## src/rtl/nic_pkg.sv

```systemverilog
// ============================================================================
// Module   : nic_pkg
// Purpose  : Shared packet format, type codes and tx-state encoding for the
//            ring NIC.
// Revision : 1.0 - initial release
// ============================================================================
`default_nettype none

package nic_pkg;

    localparam logic TRUE  = 1'b1;
    localparam logic FALSE = 1'b0;

    localparam logic [1:0] PT_NULL = 2'd0;
    localparam logic [1:0] PT_DATA = 2'd1;
    localparam logic [1:0] PT_CTRL = 2'd2;
    localparam logic [1:0] PT_ACK  = 2'd3;

    typedef struct packed {
        logic [1:0]  typ;
        logic [5:0]  did;
        logic [5:0]  sid;
        logic [5:0]  age;
        logic [15:0] data;
    } packet_t;

    typedef enum logic [0:0] {
        TX_IDLE = 1'b0,
        TX_PEND = 1'b1
    } tx_state_t;

endpackage

`default_nettype wire

```

## src/rtl/nic_ring_node.sv

```systemverilog
// ============================================================================
// Module   : nic_ring_node
// Purpose  : One stage of a slotted ring: delivers packets addressed here,
//            forwards and ages the rest, and injects local packets into
//            free slots.
// Revision : 1.0 - initial release
// ============================================================================
`default_nettype none

module nic_ring_node
    import nic_pkg::*;
#(
    parameter logic [5:0] NODE_ID = 6'd1,
    parameter logic [5:0] MAX_AGE = 6'd62
) (
    input  logic        clk_i,
    input  logic        rst_i,
    input  packet_t     pkt_i,
    output packet_t     pkt_o,
    input  logic        tx_req_i,
    input  packet_t     tx_pkt_i,
    output logic        tx_ack_o,
    output logic        rx_valid_o,
    input  logic        rx_ready_i,
    output packet_t     rx_pkt_o,
    output logic [15:0] drop_cnt_o
);

    tx_state_t   r_state;
    tx_state_t   w_next_state;
    packet_t     r_tx_pkt;
    packet_t     r_pkt_out;
    logic        r_tx_ack;
    logic        r_rx_valid;
    packet_t     r_rx_pkt;
    logic [15:0] r_drop_cnt;

    logic    w_is_null;
    logic    w_for_me;
    logic    w_rx_space;
    logic    w_rx_capture;
    logic    w_aged;
    logic    w_slot_free;
    logic    w_capture_tx;
    logic    w_inject;
    packet_t w_fwd_pkt;
    packet_t w_inj_pkt;
    packet_t w_out_pkt;

    // Slot classification for the packet currently arriving from upstream.
    always_comb begin
        w_is_null    = (pkt_i.typ == PT_NULL);
        w_for_me     = !w_is_null && (pkt_i.did == NODE_ID);
        w_rx_space   = !r_rx_valid || rx_ready_i;
        w_rx_capture = w_for_me && w_rx_space;
        // Anything that would be forwarded (including recirculated own
        // traffic) is subject to aging.
        w_aged       = !w_is_null && !w_rx_capture && (pkt_i.age >= MAX_AGE);
        w_slot_free  = w_is_null || w_rx_capture || w_aged;
    end

    always_comb begin
        w_fwd_pkt     = pkt_i;
        w_fwd_pkt.age = pkt_i.age + 6'd1;
        w_inj_pkt     = r_tx_pkt;
        w_inj_pkt.sid = NODE_ID;
        w_inj_pkt.age = 6'd0;
    end

    always_comb begin
        w_next_state = r_state;
        w_capture_tx = FALSE;
        w_inject     = FALSE;
        case (r_state)
            TX_IDLE: begin
                if (tx_req_i) begin
                    w_capture_tx = TRUE;
                    w_next_state = TX_PEND;
                end
            end
            TX_PEND: begin
                if (w_slot_free) begin
                    w_inject     = TRUE;
                    w_next_state = TX_IDLE;
                end
            end
            default: w_next_state = TX_IDLE;
        endcase
    end

    always_comb begin
        if (w_inject) begin
            w_out_pkt = w_inj_pkt;
        end else if (w_slot_free) begin
            w_out_pkt = '0;
        end else begin
            w_out_pkt = w_fwd_pkt;
        end
    end

    always_ff @(posedge clk_i) begin
        if (rst_i) begin
            r_state <= TX_IDLE;
        end else begin
            r_state <= w_next_state;
        end
    end

    always_ff @(posedge clk_i) begin
        if (rst_i) begin
            r_tx_pkt   <= '0;
            r_pkt_out  <= '0;
            r_tx_ack   <= FALSE;
            r_rx_valid <= FALSE;
            r_rx_pkt   <= '0;
            r_drop_cnt <= 16'd0;
        end else begin
            r_pkt_out <= w_out_pkt;
            r_tx_ack  <= w_capture_tx;
            if (w_capture_tx) begin
                r_tx_pkt <= tx_pkt_i;
            end
            // A same-cycle capture overrides the clear from a consumer accept.
            if (w_rx_capture) begin
                r_rx_valid <= TRUE;
                r_rx_pkt   <= pkt_i;
            end else if (r_rx_valid && rx_ready_i) begin
                r_rx_valid <= FALSE;
            end
            if (w_aged && (r_drop_cnt != 16'hFFFF)) begin
                r_drop_cnt <= r_drop_cnt + 16'd1;
            end
        end
    end

    assign pkt_o      = r_pkt_out;
    assign tx_ack_o   = r_tx_ack;
    assign rx_valid_o = r_rx_valid;
    assign rx_pkt_o   = r_rx_pkt;
    assign drop_cnt_o = r_drop_cnt;

endmodule

`default_nettype wire

```

## config.mk

```make
export PLATFORM = sky130hd
export DESIGN_NAME = nic_ring_node
export DESIGN_NICKNAME = d
export VERILOG_FILES = /design/src/rtl/nic_pkg.sv /design/src/rtl/nic_ring_node.sv
export SDC_FILE = /design/constraint.sdc
export NUM_CORES = 1
export LEC_CHECK = 0
export ABC_AREA = 1
export CAP_MARGIN = 30
export CORE_UTILIZATION = 38
export DETAILED_ROUTE_END_ITERATION = 6
export GPL_ROUTABILITY_DRIVEN = 0
export HOLD_SLACK_MARGIN = 0.15
export PLACE_DENSITY_LB_ADDON = 0.12
export SLEW_MARGIN = 20
export SYNTH_ARGS = -nofsm -noshare
export SYNTH_HDL_FRONTEND = slang
export SYNTH_SLANG_ARGS = --single-unit
```

## constraint.sdc

```tcl
create_clock -name clk_i -period 1.7 [get_ports clk_i]
set_input_delay 0.255 -clock clk_i [delete_from_list [all_inputs] [get_ports clk_i]]
set_output_delay 0.255 -clock clk_i [all_outputs]
set_load 0.02 [all_outputs]
```

[Word level (Yosys, flattened, before mapping)]
Index checks and enable logic that the tools add are counted.
Word-level totals
  output and inout port bits: 90
  input bits: 76
  register bits after elaboration: 115
Cells by class
  add/subtract/negate cells: 2
  mux-type cells: 10
  equality and inequality tests: 2
  order comparisons: 1
  reduce and logical (&&, ||, !) cells: 15
  bitwise gates (word level): 1
Operator list (number)
  36-bit two-way mux: 2
  16-bit by 1-bit adder with 16-bit output, second input constant: 1
  16-bit inequality test, second input constant: 1
  1-bit two-way mux: 7
  6-bit by 1-bit adder with 6-bit output, second input constant: 1
  6-bit by 1-bit equality test with 1-bit output, second input constant: 1
  6-bit >= comparator, second input constant: 1
  1-bit logical AND: 6
  1-bit logical NOT: 3
  1-bit logical OR: 3
  3-bit OR reduction: 1
  2-bit logical NOT: 1
  1-bit case mux with 2 select lines: 1
  2-bit nonzero test: 1
  1-bit NOT: 1

[Depth between registers and ports, before layout]
Gate-level depths: netlist of run 1.
  word-level depth: 11
  depth in mapped cells: 10
  gate-level depth less buffers: 9

[Worst setup path before layout of run 1]
No wires, ideal clock.
  kind: flip-flop to flip-flop
  from: reg r_drop_cnt[1], in the netlist drop_cnt_o[1]
  to: reg r_drop_cnt[0], in the netlist drop_cnt_o[0]
  stages on the path, launching flop included: 10
  arrival: 1.517 ns
  required time: 1.584 ns
  period minus slack after synthesis: 1.633 ns
  setup time: 0.116 ns
  buffers on the path: 1
  slack: 0.067 ns
  cell sequence: dfxtp_1 ha_1 nand3_1 inv_2 nand3_1 nor2_2 nor2_4 buf_6 nor2_1 nor2_1
On the way
  cells in the longest elaborated chain, start to end: 2
RTL lines
  start: declaration: RTL line nic_ring_node.sv:36  | logic [15:0] r_drop_cnt;
  start signal: assignment: RTL line nic_ring_node.sv:131  | r_drop_cnt <= r_drop_cnt + 16'd1;
  16-bit inequality test: RTL line nic_ring_node.sv:130  | if (w_aged && (r_drop_cnt != 16'hFFFF)) begin
  1-bit logical AND: RTL line nic_ring_node.sv:130
No other way between the ends.
A chain may end at the register's enable or synchronous reset.

[Worst setup path after layout of run 1]
  from: in pkt_i[17] (netlist name)
  to: reg r_pkt_out, in the netlist pkt_o[33]
On the way
  cells in the longest elaborated chain, start to end: 6
  elaborated cells on any way between the ends: 7
  classes of those cells: order compare (1); mux (4); reduce/logical (2)
RTL lines
  start: declaration: RTL line nic_ring_node.sv:18  | input packet_t pkt_i,
  6-bit >= comparator *: RTL line nic_ring_node.sv:58  | w_aged = !w_is_null && !w_rx_capture && (pkt_i.age >= MAX_AGE);
  1-bit logical AND *: RTL line nic_ring_node.sv:58
  1-bit logical OR *: RTL line nic_ring_node.sv:59  | w_slot_free = w_is_null || w_rx_capture || w_aged;
  1-bit two-way mux: RTL line nic_ring_node.sv:82  | if (w_slot_free) begin
  1-bit two-way mux: RTL line nic_ring_node.sv:74  | case (r_state)
  36-bit two-way mux *: RTL line nic_ring_node.sv:92  | if (w_inject) begin
  end signal: assignment: RTL line nic_ring_node.sv:118  | r_pkt_out <= w_out_pkt;
  end: declaration: RTL line nic_ring_node.sv:32  | packet_t r_pkt_out;
Mark *: on every way between the ends. The rest lies on a longest branch, timed or not.

==> flow_metrics.env, run 1 <==
export IMPL_antenna_cells=0
export IMPL_ys_flop_type="dfxtp_1"
export IMPL_crit_buf_inv=2
export IMPL_core_sq_um=11030
export IMPL_fmax_mhz=602.7
export IMPL_synth_cell_types=29
export IMPL_setup_violations_final=0
export IMPL_tns_ps=0
export IMPL_combinationalPowerShare=0.104
export IMPL_synth_edf_count=0
export IMPL_hold_path_class="input port to flip-flop"
export IMPL_grt_pass1_wl_microns=18490
export IMPL_path_cells="clkdlybuf4s50_1, ha_1, nor2_1, nor3_4, inv_2, nand2_1, nand3_4, o21ai_1"
export IMPL_synthTopCellsByCount="115 x dfxtp_1, 97 x nor2_1, 87 x nand2_1"
export IMPL_post_route_period_util=0.9761
export IMPL_relSlewSlack=0.7805
export IMPL_rows=38
export IMPL_clk_pin_slew_worst_paths_ps=50
export IMPL_crit_path_max_incr_delay_ps=520
export IMPL_n_fill_cell=994
export IMPL_initial_utilization=0.3959
export IMPL_drive_above_1_share=0.1372
export IMPL_netlist_area_sq_um=4367
export IMPL_die_h_microns=109.2
export IMPL_seq_area_sq_um=2302
export IMPL_skew_ps=5.243
export IMPL_cts_sinks=115
export IMPL_synth_largest_area_cell="dfxtp_1"
export IMPL_switchingPower_uw=1643
export IMPL_drt_total_wl_microns=11850
export IMPL_switching_share=0.2364
export IMPL_io_buffers=153
export IMPL_path_class="input port to flip-flop"
export IMPL_p_leak_uw=0.002734
export IMPL_setup_slack_ps=40.67
export IMPL_fp_dieArea_sq_um=11920
export IMPL_die_x_microns=109.2
export IMPL_cp_top_family="simple AND/OR/NAND/NOR gates"
export IMPL_place_worst_setup_slack_ps=-329.0
export IMPL_multi_input_area_sq_um=1738
export IMPL_ys_ff_latch=115
export IMPL_grt_usage=0.2074
export IMPL_yosysMostFrequentCell="dfxtp_1"
export IMPL_ctsLongestPathBuffers=2
export IMPL_period_needed_ps=1659
export IMPL_arrival_ps=1990
export IMPL_wire_per_inst_microns=13.30
export IMPL_start_kind="input port"
export IMPL_cts_tree="yes"
export IMPL_ys_seq_area_frac=0.5272
export IMPL_firstDrtPassIters=4
export IMPL_critPathMaxFanout=25
export IMPL_h_tree_depth=4
export IMPL_antenna_left=0
export IMPL_vias=4100
export IMPL_antenna_found_initial=0
export IMPL_stdcell_count=891
export IMPL_grt_overflow=0
export IMPL_synth_fp_nets=631
export IMPL_critPathCaptureType="flip-flop"
export IMPL_nNetsFinal=817
export IMPL_cp_data_required_time_ps=2030
export IMPL_ir_drop_uv=495.2
export IMPL_internal_power_uw=5306
export IMPL_seqPwrFrac=0.411
export IMPL_status="complete, no violations"
export IMPL_numCtsBuffers=17
export IMPL_hold_violations=0
export IMPL_hold_buffers=0
export IMPL_dpl_cell_count=859
export IMPL_drt_vias_per_instance=4.602
export IMPL_clk_latency_ps=410
export IMPL_grt_pass1_vias=3930
export IMPL_postSynthCellCount=552
export IMPL_clockPowerShare=0.486
export IMPL_drv_cap=0
export IMPL_dp_hpwl_microns=8622
export IMPL_async_flop_share=0
export IMPL_ioPinCount=166
export IMPL_cp_slowest_cell="clkdlybuf4s50_1"
export IMPL_synth_top_area_share=0.5272
export IMPL_synthTopCellsByArea="dfxtp_1 53%, nor2_1 8.3%, nand2_1 7.5%"
export IMPL_syn_avg_cell_area_sq_um=7.911
export IMPL_area_growth_pct=57.36
export IMPL_grt_max_degree=50
export IMPL_slew_viol_final=0
export IMPL_synth_warnings=0
export IMPL_cts_setup_buffers=0
export IMPL_p_per_area_nw_per_um2=1011
export IMPL_rsz0062_at_grt="yes"
export IMPL_clock_root_buffer="clkbuf_16"
export IMPL_power_uw=6949
export IMPL_worst_slew_pin_slew_ps=328.2
export IMPL_remaining_drc_errors=0
export IMPL_drt_initial_drc_count=131
-- state kept, by name, summed over array words and instances, names as in the netlist --
signal / cells
rx_pkt_o: 36
r_tx_pkt: 24
r_state: 1
tx_ack_o: 1
drop_cnt_o: 16
pkt_o: 36
rx_valid_o: 1
-- worst reg2reg max path: stages (launching register included) --
cell,delay (ps)
dfxtp_1,450
nand2_1,110
nor2_1,140
nand3_1,130
nor2_2,190
nor2_4,70
buf_12,150
nor2_1,80
nor2_1,50
-- power by group through the flow --
stage                     logic (uW)  registers, uW  clock network (uW)
after floorplan                  236           2990                   0
final                            721           2850                3370
after global placement           713           2910                   0
after detailed placement         723           2910                   0
after CTS                        726           2850                3420
after global routing             783           2860                3540
-- layout by cell type (no fill, tap or decap), types with 2 or more instances in the layout --
cell,n
clkdlybuf4s50_1,137
dfxtp_1,115
nor2_1,97
nand2_1,87
o21ai_0,59
inv_1,44
a21oi_1,38
buf_4,35
o21ai_1,25
clkbuf_16,17
dlygate4sd2_1,16
nand2_2,10
nand3_1,9
a21oi_2,9
xnor2_1,7
buf_12,6
inv_2,5
xor2_1,5
clkinvlp_4,5
nand3_2,3
ha_1,3
clkbuf_8,3
clkinv_4,2
clkinv_2,2
-- final timing paths --
path                   end  cells after the start  slack [ps]     startpoint
max              pkt_o[33]                      8          40      pkt_i[17]
min              pkt_o[23]                      3         410      pkt_i[23]
max reg2reg  drop_cnt_o[0]                      8         210  drop_cnt_o[7]
min reg2reg   rx_pkt_o[33]                      2         440   rx_pkt_o[33]
-- cells by family after synthesis --
| family | synth area share |
|---|---|
| xor gates and xnor gates | 0.02407 |
| AOI/OAI and AO/OA | 0.1593 |
| adders and majority gates | 0.008597 |
| and+or+nand+nor | 0.2060 |
| buffers and inverters | 0.07478 |
| DFF | 0.5272 |
-- stage by stage --
stage          hold slack (ps)  utilization  cell area [sq um]
5_1_grt                  407.2       0.6230               6872
3_3_place_gp             430.7       0.5727               6317
6_report                 405.1       0.6230               6872
4_1_cts                  391.2       0.6230               6872
2_1_floorplan            327.4            -               4367
3_5_place_dp             434.3       0.5727               6317
-- area by class of cell --
| class | instances | area share |
|---|---|---|
| sequential | 115 | 0.3350 |
| timing repair buffer | 194 | 0.2757 |
| tap | 140 | 0.02549 |
| clock inverter | 11 | 0.01511 |
| multi-input combinational | 360 | 0.2529 |
| inverter | 50 | 0.02731 |
| clock buffer | 21 | 0.06846 |
-- metal layers --
metal / vias up / global-route usage / wire length (microns)
met5: - / 0 / 0
met2: 110 / 0.3315 / 5384
li1: 2132 / - / -
met1: 1834 / 0.2515 / 5491
met4: 0 / 0.09524 / 268
met3: 24 / 0.06934 / 701
-- timing repair --
item,4_1_cts,5_1_grt
resized for setup,16,0
cloned,0,0
endpoints found under the setup margin,16,4
No activity file was read; power rests on OpenSTA's default activity.
==> run 2, diff against run 1 <==
- CORE_ASPECT_RATIO: not set -> 2
- CTS_CLUSTER_SIZE: not set -> 40
- PLACE_DENSITY: not set -> 0.71
- PLACE_DENSITY_LB_ADDON: 0.12 -> not set
==> run 2 against run 1 <==
Routed wire length grew 7.0%. Critical path depth decreased by 7. Maximum frequency increased by 0.41%. Non-clock buffer count down 5. Die area grew 0.22%. Sequential power is essentially flat. Critical endpoint is now rx_pkt_o[19]. Sequential cell count stayed put. Global-route usage grew 1.6 points. Total power increased by 11%. Sequential share of layout area is 0.38 points lower.
==> flow_metrics.env, run 2 (synthesis results as in run 1) <==
export IMPL_fp_dieArea_sq_um=11950
export IMPL_rows=55
export IMPL_status="complete, no violations"
export IMPL_area_growth_pct=59.17
export IMPL_ctsLongestPathBuffers=2
export IMPL_cp_data_required_time_ps=1440
export IMPL_drt_vias_per_instance=4.813
export IMPL_period_needed_ps=1653
export IMPL_grt_pass1_wl_microns=20240
export IMPL_wire_per_inst_microns=14.27
export IMPL_critPathMaxFanout=2
export IMPL_relSlewSlack=0.7769
export IMPL_fmax_mhz=605.1
export IMPL_path_class="flip-flop to output port"
export IMPL_dp_hpwl_microns=9375
export IMPL_die_h_microns=153.6
export IMPL_drt_initial_drc_count=131
export IMPL_ioPinCount=166
export IMPL_critPathCaptureType="output port"
export IMPL_dpl_instance_area_sq_um=6257
export IMPL_layout_commonest_cell="clkdlybuf4s50_1"
export IMPL_drv_cap=0
export IMPL_cts_tree="yes"
export IMPL_drt_total_wl_microns=12670
export IMPL_clock_root_buffer="clkbuf_16"
export IMPL_grt_max_degree=40
export IMPL_grt_overflow=0
export IMPL_p_per_area_nw_per_um2=1106
export IMPL_antenna_left=0
export IMPL_cp_slowest_cell="clkdlybuf4s50_1"
export IMPL_rsz0062_at_grt="no"
export IMPL_skew_ps=5.509
export IMPL_path_cells="clkdlybuf4s50_1"
export IMPL_crit_path_max_incr_delay_ps=670
export IMPL_die_x_microns=77.80
export IMPL_ir_drop_uv=723.6
export IMPL_p_leak_uw=0.002813
export IMPL_remaining_drc_errors=0
export IMPL_post_route_period_util=0.9721
export IMPL_arrival_ps=1400
export IMPL_dpl_cell_count=856
export IMPL_io_buffers=153
export IMPL_tns_ps=0
export IMPL_h_tree_depth=4
export IMPL_cts_setup_buffers=0
export IMPL_cp_top_family="buffers and inverters"
export IMPL_start_kind="flip-flop"
export IMPL_grt_usage=0.2234
export IMPL_nNetsFinal=812
export IMPL_antenna_found_initial=1
export IMPL_drive_above_1_share=0.1302
export IMPL_initial_utilization=0.3893
export IMPL_clk_latency_ps=400
export IMPL_clk_pin_slew_worst_paths_ps=50
export IMPL_crit_buf_inv=1
export IMPL_core_sq_um=11220
export IMPL_firstDrtPassIters=6
export IMPL_stdcell_count=888
export IMPL_numCtsBuffers=17
export IMPL_n_fill_cell=1008
export IMPL_slew_viol_final=0
export IMPL_worst_slew_pin_slew_ps=334.6
export IMPL_vias=4274
export IMPL_grt_pass1_vias=4262
export IMPL_regToRegSetupSlack_ps=160
export IMPL_setup_violations_final=0
export IMPL_fin_area_sq_um=6950
export IMPL_hold_violations=0
export IMPL_final_cell_mix="137 x clkdlybuf4s50_1, 115 x dfxtp_1, 97 x nor2_1"
export IMPL_cts_sinks=115
export IMPL_hold_path_class="input port to flip-flop"
==> run 2: routing by layer <==
layer  up-vias  routed length (microns)  GRT usage
met4         0                      721     0.1518
li1       2117                        -          -
met3        40                      556    0.05223
met2       150                     7016     0.4214
met1      1967                     4377     0.2046
met5         -                        0          0
==> run 2: timing repair <==
action | CTS | global route
setup endpoints to repair | 13 | 5
resized for setup | 13 | 4
hold buffers | 0 | 0
==> run 2: report_power, final <==
part | switching, uW | internal, uW
Sequential | 36.9 | 2820
Clock | 1190 | 2930
Combinational | 359 | 356
==> run 2: layout make-up <==
type                    count  area, sq um  area share
diodes                      1        2.502   0.0003600
inverters                  50        187.7     0.02700
clock buffers              22        494.2     0.07111
clock inverters             9        197.7     0.02844
flip-flops and latches    115         2302      0.3312
multi-input cells         360         1745      0.2511
repair buffers            189         1843      0.2652
well taps                 142        177.7     0.02556
==> run 2: path summary, 6_finish.rpt <==
check,start,endpoint,cells after the start
worst min register to register,rx_pkt_o[30],rx_pkt_o[30],2
worst max-delay path,rx_pkt_o[19],rx_pkt_o[19],1
worst max register to register,drop_cnt_o[7],drop_cnt_o[1],8
worst min-delay path,pkt_i[24],pkt_o[24],3
==> run 2: stage by stage <==
step	total power [uW]	hold WS (ps)	util	setup WS (ps)
floorplan	3221	327.4	-	67.08
global placement	3606	436.4	0.5578	-218.3
detailed placement	3625	444.1	0.5578	-280.5
CTS	7748	390.6	0.6181	1.737
global route	7950	424.8	0.6196	7.158
finish	7688	411.0	0.6196	47.47
